--- src/rtl/ccff_loader.sv ---
// ccff_loader: streams host words LSB-first into a configuration flip-flop chain, with an optional tail-compare verify pass.
// Latency: start -> FETCH on the sampling edge; each word costs one FETCH cycle plus DATA_W SHIFT cycles.
// Backpressure: din_ready is high only in FETCH; a host stall keeps the chain clock gate closed and the counters frozen.
module ccff_loader #(
   parameter int CHAIN_LEN = 48,
   parameter int DATA_W    = 8,
   parameter int CNT_W     = 16
) (
   input  logic              prog_clk,
   input  logic              pReset,
   input  logic              start,
   input  logic              verify,
   input  logic [DATA_W-1:0] din,
   input  logic              din_valid,
   output logic              din_ready,
   output logic              ccff_head,
   output logic              chain_clk_en,
   input  logic              ccff_tail,
   output logic              busy,
   output logic              done,
   output logic              err,
   output logic [CNT_W-1:0]  bit_cnt
);

   // Bit index only ever holds 0..DATA_W-1; DATA_W >= 2 keeps this at least 1 bit wide.
   localparam int IDX_W = $clog2(DATA_W);

   localparam logic [1:0] S_IDLE  = 2'd0;
   localparam logic [1:0] S_FETCH = 2'd1;
   localparam logic [1:0] S_SHIFT = 2'd2;
   localparam logic [1:0] S_DONE  = 2'd3;

   // Terminal values compared against the current (pre-increment) counters, so the
   // exit decision is made on the same edge that shifts the last bit.
   localparam logic [IDX_W-1:0] IDX_LAST = IDX_W'(DATA_W - 1);
   localparam logic [CNT_W-1:0] CNT_LAST = CNT_W'(CHAIN_LEN - 1);

   logic [1:0]        state_q, state_d;
   logic [DATA_W-1:0] buf_q,   buf_d;
   logic [IDX_W-1:0]  idx_q,   idx_d;
   logic [CNT_W-1:0]  cnt_q,   cnt_d;
   logic              err_q,   err_d;
   logic              vmode_q, vmode_d;
   logic              head_q,  head_d;
   logic              en_q,    en_d;

   // Next-state logic: head/enable are computed one cycle ahead so both leave the block straight from flops.
   always_comb begin
      state_d = state_q;
      buf_d   = buf_q;
      idx_d   = idx_q;
      cnt_d   = cnt_q;
      err_d   = err_q;
      vmode_d = vmode_q;
      head_d  = head_q;
      en_d    = en_q;

      case (state_q)
         S_IDLE, S_DONE: begin
            // A start in IDLE/DONE wins over any concurrent din_valid; data is only taken in FETCH.
            if (start) begin
               state_d = S_FETCH;
               vmode_d = verify;
               cnt_d   = '0;
               err_d   = 1'b0;
               head_d  = 1'b0;
               en_d    = 1'b0;
            end
         end

         S_FETCH: begin
            if (din_valid) begin
               state_d = S_SHIFT;
               buf_d   = din;
               idx_d   = '0;
               head_d  = din[0];
               en_d    = 1'b1;
            end
         end

         S_SHIFT: begin
            // This edge shifts head_q into the chain.
            cnt_d = cnt_q + CNT_W'(1);
            idx_d = idx_q + IDX_W'(1);

            // In a verify pass the tail returns bit k of the previous identical pass
            // exactly while bit k is presented, so any difference is a chain fault.
            if (vmode_q && (ccff_tail != head_q)) begin
               err_d = 1'b1;
            end

            if (cnt_q == CNT_LAST) begin
               // Last chain bit: leftover bits of the final word are dropped.
               state_d = S_DONE;
               head_d  = 1'b0;
               en_d    = 1'b0;
            end else if (idx_q == IDX_LAST) begin
               state_d = S_FETCH;
               head_d  = 1'b0;
               en_d    = 1'b0;
            end else begin
               buf_d  = buf_q >> 1;
               head_d = buf_q[1];
               en_d   = 1'b1;
            end
         end

         default: begin
            state_d = S_IDLE;
            head_d  = 1'b0;
            en_d    = 1'b0;
         end
      endcase
   end

   // State registers with synchronous active-low reset; a reset mid-pass aborts at once.
   always_ff @(posedge prog_clk) begin
      if (!pReset) begin
         state_q <= S_IDLE;
         buf_q   <= '0;
         idx_q   <= '0;
         cnt_q   <= '0;
         err_q   <= 1'b0;
         vmode_q <= 1'b0;
         head_q  <= 1'b0;
         en_q    <= 1'b0;
      end else begin
         state_q <= state_d;
         buf_q   <= buf_d;
         idx_q   <= idx_d;
         cnt_q   <= cnt_d;
         err_q   <= err_d;
         vmode_q <= vmode_d;
         head_q  <= head_d;
         en_q    <= en_d;
      end
   end

   assign din_ready    = (state_q == S_FETCH);
   assign busy         = (state_q == S_FETCH) || (state_q == S_SHIFT);
   assign done         = (state_q == S_DONE);
   assign err          = err_q;
   assign bit_cnt      = cnt_q;
   assign ccff_head    = head_q;
   assign chain_clk_en = en_q;

endmodule

--- config.mk ---
export PLATFORM = sky130hd
export DESIGN_NAME = ccff_loader
export DESIGN_NICKNAME = d
export VERILOG_FILES = /design/src/rtl/ccff_loader.sv
export SDC_FILE = /design/constraint.sdc
export NUM_CORES = 1
export LEC_CHECK = 0
export CAP_MARGIN = 0
export CORE_AREA = 4 4 71 73
export CTS_BUF_LIST = sky130_fd_sc_hd__clkbuf_8
export DETAILED_ROUTE_END_ITERATION = 8
export DIE_AREA = 0 0 75 77
export GPL_TIMING_DRIVEN = 0
export SYNTH_ARGS = -nofsm -noshare
export SYNTH_HDL_FRONTEND = slang
export SYNTH_SLANG_ARGS = --single-unit
--- constraint.sdc ---
create_clock -name prog_clk -period 3.4 [get_ports prog_clk]
set_clock_uncertainty 0.15 [all_clocks]
set_input_delay 0.85 -clock prog_clk [delete_from_list [all_inputs] [get_ports prog_clk]]
set_output_delay 0.85 -clock prog_clk [all_outputs]
set_load 0.02 [all_outputs]
* After elaboration in Yosys (flattened, before gate mapping) *
Index checks and enable logic that the tools add are counted.

word-level totals
  register bits = 33
  input bits = 14
  output and inout bits = 22
  word-level logic and storage cells = 59

cells by class
  add/subtract/negate cells = 2
  equality and inequality tests = 12
  multiplexer cells = 24
  reduce and logical (&&, ||, !) cells = 13

operator list
  cell                                                                    number
  16-bit one-hot mux with 2 select lines                                  1
  8-bit 2-to-1 mux                                                        3
  16-bit by 1-bit adder with 16-bit output, second input constant         1
  16-bit by 6-bit equality test with 1-bit output, second input constant  1
  16-bit 2-to-1 mux                                                       1
  8-bit one-hot mux with 2 select lines                                   1
  2-bit != test, second input constant                                    5
  1-bit 2-to-1 mux                                                        8
  2-bit 2-to-1 mux                                                        4
  2-bit AND reduction                                                     4
  1-bit one-hot mux with 3 select lines                                   2
  2-bit one-hot mux with 3 select lines                                   1
  3-bit one-hot mux with 2 select lines                                   1
  3-bit AND reduction                                                     2
  2-bit equality test, second input constant                              2
  4-bit AND reduction                                                     1
  2-bit nonzero test                                                      2
  3-bit by 1-bit adder with 3-bit output, second input constant           1
  3-bit equality test, second input constant                              1
  3-bit 2-to-1 mux                                                        1
  3-bit != test, second input constant                                    1
  2-bit by 1-bit equality test with 1-bit output, second input constant   1
  2-bit zero test                                                         1
  1-bit one-hot mux with 2 select lines                                   1
  4 further kinds                                                         4

* Depth between registers and ports, before layout *
  depth after elaboration = 4
  mapped depth = 8
  gate-level depth less buffers = 6

* Worst setup path after synthesis *
Ideal clock, no wire load.

  path kind = reg-to-reg
  start point = register state_q[0]
  end point = register cnt_q[15] (netlist: bit_cnt[15])
  library setup time = 70 ps
  arrival = 2011 ps
  required time = 3180 ps
  setup slack = 1168 ps
  stages on the path, launching flop included = 8
  buffers on the path = 1
  period minus slack after synthesis = 2232 ps
  path through = dfxtp_1 -> inv_1 -> ha_1 -> buf_4 -> mux2i_1 -> or4_4 -> or3_1 -> a21oi_1

between the ends
  word-level cells in the longest chain between the ends = 4
  elaborated cells between the ends (all ways) = 8
  those cells by class = eq/ne (3); mux (1); reduce/logical (4)

ends and longest elaborated chain
  element                                                        line  text
  start, declared                                                38    logic [1:0] state_q, state_d;
  start signal, assigned                                         128   state_q <= state_d;
  2-bit equality test or 2-bit zero test (tied branches)         58    case (state_q)
  2-bit OR reduction                                             58
  2-bit != test (no line) or 2-bit nonzero test (tied branches)  --
  2-bit AND reduction (no line)                                  --
  end signal, assigned                                           131   cnt_q <= cnt_d;
  end, declared                                                  41    logic [CNT_W-1:0] cnt_q, cnt_d;

Several ways; a longest one is shown, not always the timed one.
A chain may end at the register's enable or synchronous reset.

* Worst setup path in the final report *
  start point = register state_q[0]
  end point = output port busy

between the ends
  word-level cells in the longest chain between the ends = 2
  elaborated cells between the ends (all ways) = 3
  those cells by class = eq/ne (2); reduce/logical (1)

ends and longest elaborated chain
  element                                                                                line  text
  2-bit by 1-bit equality test with 1-bit output or 2-bit equality test (tied branches)  140   assign busy = (state_q == S_FETCH) || (state_q == S_SHIFT);
  1-bit logical OR (*)                                                                   140
  end, declared                                                                          19    output logic busy,

Every way passes the cells marked *; elsewhere a longest branch is shown, timed or not.

==> reports/qor.log <==
INFO  grt            grt_max_degree=11
INFO  clock_tree     cts_tree=built
INFO  critical_path  timing.critical_path.cells=inv_1, ha_1, buf_4, inv_1, clkdlybuf4s50_1
INFO  clock_tree     post_cts_hold_buffer_count=0
INFO  critical_path  worstPathMaxFanout=7
INFO  sta            timing.final.hold_violations=0
INFO  power_and_ir_drop irDropWorstVdd=0.219mV
INFO  power_and_ir_drop power.share.combinational=0.348
INFO  clock_tree     clk_path_buf_depth=2
INFO  routing        number_of_design_rule_violations_left_by_the_first_detailed_router_iteration=86
INFO  sta            final_min_period_over_clock_period=0.843
INFO  sta            slew_viol_final=0
INFO  sta            finalSetupViolCount=0
INFO  critical_path  critPathRequiredTime=2.40ns
INFO  power_and_ir_drop powerDensity=506mW/mm²
INFO  routing        postRouteWirelength=3.99mm
INFO  yosys          synth_sequential_area_ratio=0.384
INFO  finish         syn2layout_area_growth=29.5%
INFO  routing        via_count=1569
INFO  placed_design  dp_hpwl=2.99mm
INFO  grt            grt_first_pass_wirelength=6.83mm
INFO  die            die_w=75µm
INFO  die            design.die.area=0.00578mm²
INFO  routing        route.detailed.vias_per_inst=5.35
INFO  routing        wl_per_cell=13.6µm
INFO  grt            global_route.usage.total=0.150
INFO  critical_path  crit_path_frequent_cell=sky130_fd_sc_hd__inv_1
INFO  clock_tree     cts.root.buffer_cell=sky130_fd_sc_hd__clkbuf_8
INFO  finish         fin_util=0.497
INFO  grt            number_of_global_route_vias_before_repair=1472
INFO  critical_path  slowest_stage_cell_crit_path=sky130_fd_sc_hd__clkdlybuf4s50_1
INFO  die            design.core.area=0.00435mm²
INFO  placed_design  placement.io_buffers=35
INFO  power_and_ir_drop clock_power_share=0.247
INFO  sta            grt_setup_unrepaired=no
INFO  power_and_ir_drop seq_power_share=0.405
INFO  routing        drtPass1Iterations=4
INFO  finish         inserted_diodes=0
INFO  yosys          post_syn_nets=219
INFO  clock_tree     post_cts_resize_count=0
INFO  job            max-cap-violations=0
INFO  clock_tree     setup_bufs_post_cts=0
INFO  clock_tree     cts_htree_levels=2
INFO  die            die_y=77µm
INFO  routing        drc=0
INFO  yosys          netlist_area=0.00167mm²
INFO  die            number_of_top_level_pins=36
INFO  power_and_ir_drop p_int=0.702mW
INFO  power_and_ir_drop power.share.switching=0.358
INFO  die            initial_core_utilization=0.383
INFO  worst_hold_path min_path_type=register to register
INFO  yosys          synthCells=199
INFO  finish         mostFrequentLayoutCells=sky130_fd_sc_hd__clkdlybuf4s50_1 (35), sky130_fd_sc_hd__dfxtp_1 (32), sky130_fd_sc_hd__nand2_1 (18)
INFO  clock_tree     clock_insertion_delay_worst_skew=0.28ns
INFO  finish         layout.cells.non_filler=293
INFO  sta            period_minus_slack=2.87ns
INFO  grt            grt.overflow.total=0
INFO  critical_path  worstPathBufferInverterCount=4
INFO  finish         finish.net_count=261
INFO  finish         layout.cells.most_common=sky130_fd_sc_hd__clkdlybuf4s50_1
INFO  yosys          post_synthesis_average_cell_area=8.39µm²
INFO  power_and_ir_drop totalPowerFinal=1.09mW
INFO  clock_tree     cts.clk_slew.worst_paths=0.06ns
INFO  sta            finalHoldWorstSlack=0.313ns
INFO  critical_path  timing_worst_setup_path_type=register to primary output
INFO  critical_path  setup.worst_path.end_class=primary output
INFO  yosys          yosys_register_bits=32
INFO  sta            relSlewSlack=0.518
INFO  sta            setup_total_negative_slack=0ns
INFO  critical_path  critical_path.startpoint_type=register
INFO  die            floorplan.rows=24
INFO  grt            antenna_found_initial=0
INFO  sta            tightestPinTransition=0.722ns
INFO  outcome        run_status=completed
INFO  finish         fraction_of_layout_cells_with_a_size_suffix_above_1=0.0415
INFO  power_and_ir_drop switchingPower=0.392mW
INFO  critical_path  worst_path_largest_cell_delay=0.61ns
INFO  placed_design  numPlacedInstances=286
INFO  clock_tree     clock_sink_total=32
INFO  critical_path  crit_family=buffers and inverters
INFO  finish         fill_cells=440
INFO  placed_design  place_congestion=0.805
INFO  yosys          synth.lib_cells_used.distinct=37
INFO  power_and_ir_drop leakagePower=0.741nW
INFO  sta            fmax=349MHz
INFO  routing        number_of_routed_nets_with_antenna_violations=0
INFO  clock_tree     tritoncts.num_buffers=5
INFO  critical_path  arrival=1.87ns
INFO  yosys          synthesis.yosys.warnings=0
==> final timing paths <==
path,endpoint,start,cells after the start,slack [ns]
max,busy,state_q[0]$_SDFFE_PN0P_,5,0.53
min,buf_q[5]$_SDFFE_PN0P_,buf_q[5]$_SDFFE_PN0P_,2,0.31
max reg2reg,bit_cnt[15]$_SDFFE_PN0P_,state_q[0]$_SDFFE_PN0P_,7,1.01
min reg2reg,buf_q[5]$_SDFFE_PN0P_,buf_q[5]$_SDFFE_PN0P_,2,0.31
==> routing by layer <==
layer	track usage	wire, µm	up-vias
li1	-	-	803
met1	0.190	1890	728
met2	0.240	1880	34
met3	0.0549	184	4
met4	0.0374	38	0
met5	0	0	-
==> tightest hold or removal path: cells and delay by family, from the launching register on <==
kind                   cells  cell delay [ns]
flip-flops                 1             0.31
AO/OA/AOI/OAI              1             0.06
buffers and inverters      1             0.04
==> stage by stage <==
stage	setup WS, ns	instance area, µm²
after detailed placement	0.476	2080
after global routing	0.449	2160
after floorplan	1.17	1670
after global placement	0.470	2080
final	0.534	2160
after CTS	0.511	2160
==> flip-flops by register name (all words and copies together), names as in the netlist <==
register,count
err,1
bit_cnt,16
ccff_head,1
vmode_q,1
idx_q,3
chain_clk_en,1
state_q,2
buf_q,7
==> synth_stat cells (all sizes together) <==
library cell  instances  area share
or3                   3       0.011
nand3                 8       0.024
nor2                 11       0.025
a21oi                 9       0.027
nor2b                 7       0.026
o31ai                 1      0.0045
a21boi                5       0.022
o21a                  2      0.0090
xnor2                 7       0.037
mux2i                 8       0.048
a22oi                 1      0.0045
a221oi                6       0.031
or4                   1      0.0067
and4                  1      0.0052
o2bb2ai               1      0.0052
a211o                 2       0.010
xor2                  2       0.010
o21bai                1      0.0045
and3                  1      0.0038
nor4b                 1      0.0052
and2                  3       0.011
nor3b                 2      0.0090
nand2                18       0.040
nand2b                3       0.011
nand4                 6       0.022
buf                   4       0.013
clkbuf                4      0.0090
ha                    6       0.045
a31oi                 1      0.0038
dfxtp                32        0.38
a32oi                 4       0.021
o21ai                16       0.048
inv                  13       0.029
nor4                  6       0.022
nor3                  3      0.0090
==> kinds of logic after synthesis <==
| kind of cell | count (synthesis) | synth area share |
|---|---|---|
| xor+xnor | 9 | 0.0472 |
| flops | 32 | 0.384 |
| simple gates | 74 | 0.233 |
| buf+inv | 21 | 0.0510 |
| compound gates | 49 | 0.192 |
| mux | 8 | 0.0480 |
| fa+ha+maj | 6 | 0.0450 |
==> power groups by stage <==
stage          clock network (mW)  registers (mW)  logic (mW)
2_1_floorplan                   0           0.449       0.260
5_1_grt                     0.299           0.450       0.426
6_report                    0.270           0.444       0.380
4_1_cts                     0.281           0.444       0.385
3_5_place_dp                    0           0.452       0.383
3_3_place_gp                    0           0.451       0.383
==> area by class of cell <==
class                   count  area (µm²)  share of cell area
clock buffers               5        68.8              0.0318
multi-input cells         146         943               0.436
well taps                  52        65.1              0.0301
plain buffers               8        36.3              0.0168
clock inverters             2        8.76             0.00405
inverters                  13        48.8              0.0226
repair buffers             35         350               0.162
flip-flops and latches     32         641               0.296
No activity file was read; power rests on OpenSTA's default activity.
